File: config.mk
export PLATFORM = sky130hd
export DESIGN_NAME = stage_2
export DESIGN_NICKNAME = d
export VERILOG_FILES = /design/src/rtl/stage_2.sv
export SDC_FILE = /design/constraint.sdc
export NUM_CORES = 2
export LEC_CHECK = 0
export BUFFER_PORTS_ARGS = -buffer_cell sky130_fd_sc_hd__buf_2
export CAP_MARGIN = 30
export CORE_MARGIN = 2
export CORE_UTILIZATION = 35
export CTS_BUF_LIST = sky130_fd_sc_hd__clkbuf_2 sky130_fd_sc_hd__clkbuf_4 sky130_fd_sc_hd__clkbuf_8
export DETAILED_ROUTE_END_ITERATION = 10
export PLACE_DENSITY = 0.55
export RECOVER_POWER = 25
export SLEW_MARGIN = 20
export SYNTH_ARGS = -nofsm -noshare
export SYNTH_HDL_FRONTEND = slang
export SYNTH_SLANG_ARGS = --single-unit
File: constraint.sdc
create_clock -name clk -period 2.36 [get_ports clk]
set_input_delay 0.354 -clock clk [delete_from_list [all_inputs] [get_ports clk]]
set_output_delay 0.354 -clock clk [all_outputs]
set_load 0.005 [all_outputs]
File: src/rtl/stage_2.sv
// stage_2: RV32I decode stage with register file, load-use stall and id_ex pipeline register
module stage_2 #(
   parameter int XLEN  = 32,
   parameter int NREGS = 32
) (
   input  logic            clk,
   input  logic            rst,
   input  logic [XLEN-1:0] i_pc,
   input  logic [31:0]     i_instr,
   input  logic            b_taken,
   input  logic            wb_we,
   input  logic [4:0]      wb_rd,
   input  logic [XLEN-1:0] wb_data,
   output logic            stall,
   output logic            id_ex_valid,
   output logic [XLEN-1:0] id_ex_pc,
   output logic [XLEN-1:0] id_ex_rs1_val,
   output logic [XLEN-1:0] id_ex_rs2_val,
   output logic [XLEN-1:0] id_ex_imm,
   output logic [4:0]      id_ex_rs1,
   output logic [4:0]      id_ex_rs2,
   output logic [4:0]      id_ex_rd,
   output logic [2:0]      id_ex_funct3,
   output logic            id_ex_alt,
   output logic            id_ex_reg_write,
   output logic            id_ex_mem_read,
   output logic            id_ex_mem_write,
   output logic            id_ex_branch,
   output logic            id_ex_jump,
   output logic            id_ex_alu_src,
   output logic            id_ex_illegal
);
   localparam logic [6:0] OP_LUI = 7'b0110111, OP_AUIPC = 7'b0010111, OP_JAL = 7'b1101111,
                          OP_JALR = 7'b1100111, OP_BRANCH = 7'b1100011, OP_LOAD = 7'b0000011,
                          OP_STORE = 7'b0100011, OP_IMM = 7'b0010011, OP_OP = 7'b0110011;
   typedef struct packed {
      logic            valid;
      logic [XLEN-1:0] pc;
      logic [XLEN-1:0] rs1_val;
      logic [XLEN-1:0] rs2_val;
      logic [XLEN-1:0] imm;
      logic [4:0]      rs1;
      logic [4:0]      rs2;
      logic [4:0]      rd;
      logic [2:0]      funct3;
      logic            alt;
      logic            reg_write;
      logic            mem_read;
      logic            mem_write;
      logic            branch;
      logic            jump;
      logic            alu_src;
      logic            illegal;
   } id_ex_t;
   logic [XLEN-1:0] rf_q [NREGS];
   id_ex_t          ex_q, ex_d, dec;
   logic [6:0]      opc;
   logic [4:0]      rs1, rs2;
   logic            is_lui, is_auipc, is_jal, is_jalr, is_branch, is_load, is_store, is_opimm, is_op;
   logic            fmt_i, use_rs1, use_rs2, hazard;
   assign opc       = i_instr[6:0];
   assign rs1       = i_instr[19:15];
   assign rs2       = i_instr[24:20];
   assign is_lui    = opc == OP_LUI;
   assign is_auipc  = opc == OP_AUIPC;
   assign is_jal    = opc == OP_JAL;
   assign is_jalr   = opc == OP_JALR;
   assign is_branch = opc == OP_BRANCH;
   assign is_load   = opc == OP_LOAD;
   assign is_store  = opc == OP_STORE;
   assign is_opimm  = opc == OP_IMM;
   assign is_op     = opc == OP_OP;
   assign fmt_i     = is_jalr || is_load || is_opimm;
   assign use_rs1   = fmt_i || is_branch || is_store || is_op;
   assign use_rs2   = is_branch || is_store || is_op;
   assign hazard    = ex_q.valid && ex_q.mem_read && ex_q.rd != 5'd0 &&
                      ((use_rs1 && rs1 == ex_q.rd) || (use_rs2 && rs2 == ex_q.rd));
   assign stall     = hazard && !b_taken;
   // combinational decode of the instruction sitting in if_id, with writeback bypass on reads
   always_comb begin
      dec           = '0;
      dec.valid     = 1'b1;
      dec.pc        = i_pc;
      dec.rs1       = rs1;
      dec.rs2       = rs2;
      dec.rd        = i_instr[11:7];
      dec.funct3    = i_instr[14:12];
      dec.rs1_val   = (rs1 == 5'd0) ? '0 : (wb_we && wb_rd == rs1) ? wb_data : rf_q[rs1];
      dec.rs2_val   = (rs2 == 5'd0) ? '0 : (wb_we && wb_rd == rs2) ? wb_data : rf_q[rs2];
      dec.imm       = fmt_i            ? {{20{i_instr[31]}}, i_instr[31:20]} :
                      is_store         ? {{20{i_instr[31]}}, i_instr[31:25], i_instr[11:7]} :
                      is_branch        ? {{19{i_instr[31]}}, i_instr[31], i_instr[7], i_instr[30:25], i_instr[11:8], 1'b0} :
                      is_lui || is_auipc ? {i_instr[31:12], 12'b0} :
                      is_jal           ? {{11{i_instr[31]}}, i_instr[31], i_instr[19:12], i_instr[20], i_instr[30:21], 1'b0} :
                      '0;
      dec.alt       = (is_op || (is_opimm && i_instr[14:12] == 3'b101)) ? i_instr[30] : 1'b0;
      dec.reg_write = is_lui || is_auipc || is_jal || fmt_i || is_op;
      dec.mem_read  = is_load;
      dec.mem_write = is_store;
      dec.branch    = is_branch;
      dec.jump      = is_jal || is_jalr;
      dec.alu_src   = is_lui || is_auipc || is_jal || fmt_i || is_store;
      dec.illegal   = !(use_rs1 || is_lui || is_auipc || is_jal);
   end
   assign ex_d = (b_taken || stall || i_instr == 32'b0) ? '0 : dec;
   // id_ex pipeline register; flush, stall and the if_id reset bubble all load zeros
   always_ff @(posedge clk) begin
      ex_q <= rst ? '0 : ex_d;
   end
   // register file write port; x0 is never written so it stays zero
   always_ff @(posedge clk) begin
      if (rst) rf_q <= '{default: '0};
      else if (wb_we && wb_rd != 5'd0) rf_q[wb_rd] <= wb_data;
   end
   assign id_ex_valid     = ex_q.valid;
   assign id_ex_pc        = ex_q.pc;
   assign id_ex_rs1_val   = ex_q.rs1_val;
   assign id_ex_rs2_val   = ex_q.rs2_val;
   assign id_ex_imm       = ex_q.imm;
   assign id_ex_rs1       = ex_q.rs1;
   assign id_ex_rs2       = ex_q.rs2;
   assign id_ex_rd        = ex_q.rd;
   assign id_ex_funct3    = ex_q.funct3;
   assign id_ex_alt       = ex_q.alt;
   assign id_ex_reg_write = ex_q.reg_write;
   assign id_ex_mem_read  = ex_q.mem_read;
   assign id_ex_mem_write = ex_q.mem_write;
   assign id_ex_branch    = ex_q.branch;
   assign id_ex_jump      = ex_q.jump;
   assign id_ex_alu_src   = ex_q.alu_src;
   assign id_ex_illegal   = ex_q.illegal;
endmodule

==> run summary <==
The run finished, with violations left. The checks that failed: capacitance limit, slew limit, setup timing. The residual DRC count came out at 0. On the critical path, the stage with the largest delay is an instance of dlygate4sd3_1. The global-route usage over all layers is ~29%. Measured against its own limit, the worst slew margin works out to -17.45%.

Static timing analysis puts the maximum clock frequency at 0.3627 GHz. The power per standard cell area came out at ~640 mW/mm^2. The height of the chip came out at approximately 400 um. Traced cell by cell, the critical path runs through buf_2 > dlygate4sd3_1 > nor2b_1 > nand3_1 > o22ai_1 > buf_4 > nand2_1 > nand2_1 > and3b_1 > buf_2.

The via count of the routed design is between 50000 and 60000. The net count after synthesis is around 6300. The count of yosys warnings during synthesis is 0. Between clock sinks in the finished design, the worst skew comes to around 0.050 ns. The total detailed-routing wirelength is ~250000 um. The cell type group with the largest total delay on the critical path is buffers and inverters. Compared with the post-synthesis result, the final layout area differs by 22.46%. The TritonCTS sink count came out at between 1000 and 1500. The post-layout instance count excluding filler cells is about 8900. The clock transition at the registers of the reported paths is roughly 0.06 ns. The CTS buffer count is 197. The count of filler cells inserted in the layout is roughly 15000. The final net count is 6652. The half-perimeter wire length after placement is 154200 um. The worst register-to-register path begins at id_ex_rd[1]. The worst-margin pin slew is approximately 1.8 ns. The total count of max-transition violations in the final report was 16. The effective utilization at floorplan is between 30% and 40%. In this run the worst setup path begins at i_instr[4]. Setup repair after global routing could not meet its margin everywhere. The number of unique standard cell types used by synthesis is between 40 and 50. In this run the worst setup path terminates at stall. The arrival time at the worst endpoint is between 2 and 2.5 ns. The number of setup violations in the final report came out at 40. The port buffer count is 260. Clock latency on the worst-skew pair, taken at its later pin, is between 0.9 and 1 ns. The endpoint type of the worst setup path is a primary output.

After synthesis, flip-flops and latches occupy roughly two fifths of the total area. Hold timing on the final database bottoms out at a slack of roughly 0.11 ns. The detail-routed net length per standard cell is 28.03 um. The leakage power figure is approximately 24 nW. The largest net degree at the start of global routing came out at around 190. The die width is between 400 and 500 um. The most used flip-flop cell after synthesis is dfxtp_1. The standard-cell row count is approximately 150. The number of instances in the synthesized netlist came out at between 6000 and 7000. The global-route wire length before repair came out at 352000 um. Counting both buffers and inverters, the worst setup path holds a total of 4. The die area came out at around 0.16 sq mm. TritonCTS built the clock tree. The final weighted congestion in routability-driven placement came out at 0.9348. The critical path is of the in2out type.

The total instance count after detailed placement is between 8000 and 9000. The average cell area after synthesis is 9.166 sq um. In this run the deepest clock path goes through 3 buffers. The DRC marker count from the first detailed-route iteration is approximately 7100.

The critical-path maximum fanout came out at 6. The post-route worst setup slack came out at -0.3967 ns. Across the VDD grid, the largest voltage drop is slightly below 0.6 mV. The largest single stage delay on the critical path is ~0.65 ns. For this run, the detailed router's first-pass iteration total came to 6. The via count of the first global-routing pass is 49370. The initial antenna violation count came out at 19. The number of cells traversed by the worst register-to-register path came out at 10. Subtracting the final worst setup slack from the clock period gives between 2 and 3 ns. In the final layout, the share of cells above drive strength 1 is a little over a quarter.

The required time of the critical path came out at 2.01 ns. In the synthesized netlist the async set-or-reset flop fraction comes to 0%. The clock tree root driver cell is clkbuf_8. The number of synthesized flops with an enable pin came out at 0.

In the routed layout, each cell is associated on average with a via count of 5.913. The total of max-cap violations is 1. The post-route clock period utilization came out at 116.8%. The min-delay analysis places its worst path in the category in2reg.

The core region is between 0.15 and 0.2 sq mm. The pre-CTS setup slack is -0.3269 ns. The worst reg-to-reg setup slack came out at -0.12 ns. Summed over all layers, the global routing overflow is 0.

The netlist area before placement is around 0.057 sq mm. STA classifies the critical path startpoint as an input port. In this run the number of H-tree levels came out at 4.

The cell depth of the worst setup path is 10. The terminus of the critical flop-to-flop path is id_ex_rs1_val[8]. Counting flops and latches in the post-synthesis netlist gives between 1000 and 1500. The final count of hold timing violations came to 0. The I/O pin count came out at 261. Once detail routing completed, the nets flagged for antenna violations numbered 0.
==> state kept, by name, summed over array words and instances (netlist names), 3 cells and up <==
name,count
rf_q,1024
id_ex_imm,32
id_ex_pc,32
id_ex_rs1_val,32
id_ex_rs2_val,32
id_ex_rd,5
id_ex_rs1,5
id_ex_rs2,5
id_ex_funct3,3
==> power by group <==
group	internal, mW	leakage (nW)	switching (mW)
registers	20.1	9.51	0.142
clock network	10.9	2.29	9.07
logic	1.52	12.2	2.50
==> stage by stage <==
stage               power [mW]  setup TNS, ns  utilization (%)  cell area (sq um)
CTS                      44.15        -0.4962            43.04              69110
finish                   44.19         -2.645            43.18              69330
global placement         24.33         -15.81            39.65              63670
global route             45.36         -4.188            43.17              69320
floorplan                22.67              0                -              56610
detailed placement       24.36         -18.15            39.65              63670
==> cells in the mapped netlist, types with 2 or more instances <==
cell | instances | area (sq um)
a221oi_1 | 16 | 140.1
nand4_1 | 2 | 12.51
or2_2 | 3 | 18.77
nor3b_1 | 2 | 15.01
and3b_1 | 3 | 26.28
o21ai_0 | 21 | 105.1
buf_6 | 15 | 168.9
dfxtp_1 | 1179 | 23600
nor3_1 | 40 | 200.2
a21oi_1 | 1044 | 5225
clkbuf_1 | 529 | 1986
nor4_1 | 32 | 200.2
nor2_1 | 81 | 304.0
o21ai_1 | 32 | 160.2
nand3_1 | 25 | 125.1
o311a_1 | 2 | 20.02
a211oi_1 | 34 | 255.2
and2_0 | 2 | 12.51
mux4_2 | 571 | 12860
o211ai_1 | 14 | 105.1
buf_1 | 13 | 48.80
a2111oi_0 | 4 | 35.03
and3_1 | 14 | 87.58
nor2b_1 | 59 | 369.1
a22o_1 | 14 | 122.6
xnor2_1 | 8 | 70.07
nand2_1 | 2097 | 7871
or3_1 | 2 | 12.51
buf_2 | 60 | 300.3
mux2i_1 | 103 | 1031
or3b_2 | 2 | 17.52
a31oi_1 | 4 | 25.02
xor2_1 | 12 | 105.1
o22ai_1 | 2 | 12.51
buf_4 | 38 | 285.3
and2_1 | 57 | 356.6
nand2b_1 | 3 | 18.77
a22oi_1 | 25 | 187.7
nand3b_1 | 3 | 22.52
mux2_2 | 2 | 22.52
==> worst min-delay path by stage <==
stage                     slack [ns]        from  cells after the start              to
after floorplan                 0.43  i_instr[4]                      1  id_ex_mem_read
after global placement          0.45   rf_q[977]                      2       rf_q[977]
after detailed placement        0.46   rf_q[925]                      2       rf_q[925]
after CTS                      0.004  i_instr[2]                      5  id_ex_mem_read
after global routing            0.08  i_instr[2]                      5  id_ex_mem_read
final                           0.11  i_instr[2]                      5  id_ex_mem_read
==> worst register-to-register path, stage by stage (launching register included) <==
cell      delay (ns)
dfxtp_2         0.31
or3_4           0.38
o311a_4         0.35
buf_6           0.13
a311oi_2        0.29
buf_4           0.19
nand2_8         0.14
buf_16          0.21
buf_4           0.20
nor4_4          0.12
buf_4           0.14
==> timing repair <==
| action | 4_1_cts | 5_1_grt |
|---|---|---|
| gates cloned | 0 | 4 |
| buffers inserted | 2 | 11 |
| hold endpoints to repair | 1081 | 0 |
| hold buffers | 97 | 0 |
| endpoints found under the setup margin | 5 | 46 |
| pin swaps | 8 | 51 |
| gates resized for setup | 31 | 121 |
==> cells in the final DEF (no fill, tap or decap), types with 15 or more instances in the layout <==
master         Yosys  routed
nand2_1         2097    2069
a211oi_1          34      26
nor3_2             0      19
o21ai_0           21      20
clkbuf_4           0      67
buf_2             60     251
clkinv_2           0      21
clkbuf_8           0     259
nand3_1           25      22
mux4_2           571     571
nor2b_1           59      57
dfxtp_1         1179    1174
nor3_4             0      15
nor4_4             0      15
buf_12             0     131
a21oi_1         1044    1044
mux2i_1          103     103
a22oi_1           25      25
clkbuf_2           0      23
nor2_1            81      65
nand2_2            0      27
buf_6             15      17
o21ai_1           32      32
a221oi_1          16      16
dlygate4sd3_1      0      97
buf_4             38     276
and2_1            57      54
==> kinds of logic after synthesis <==
family	Yosys count	synth area share [%]
AOI/OAI and AO/OA	1214	11.33
xor gates and xnor gates	20	0.3094
buffers and inverters	656	4.933
DFF	1179	41.69
muxes	676	24.58
and+or+nand+nor	2431	17.15
==> final cells by class <==
class | count | area (sq um) | share of cell area [%]
repair buffers | 827 | 7591 | 10.95
diodes | 11 | 27.53 | 0.03971
flip-flops and latches | 1179 | 23610 | 34.06
well taps | 2160 | 2703 | 3.898
multi-input cells | 4341 | 31090 | 44.85
clock inverters | 36 | 277.8 | 0.4007
inverters | 1 | 3.754 | 0.005414
clock buffers | 320 | 4023 | 5.803
==> metal layers <==
| metal | track usage (%) | routed length (um) | up-vias |
|---|---|---|---|
| met1 | 39.09 | 97180 | 25970 |
| met3 | 6.944 | 29640 | 710 |
| met2 | 44.93 | 109800 | 3534 |
| li1 | - | - | 22260 |
| met5 | 0 | 50 | - |
| met4 | 13.70 | 12060 | 8 |
(Power assumes the default switching activity.)
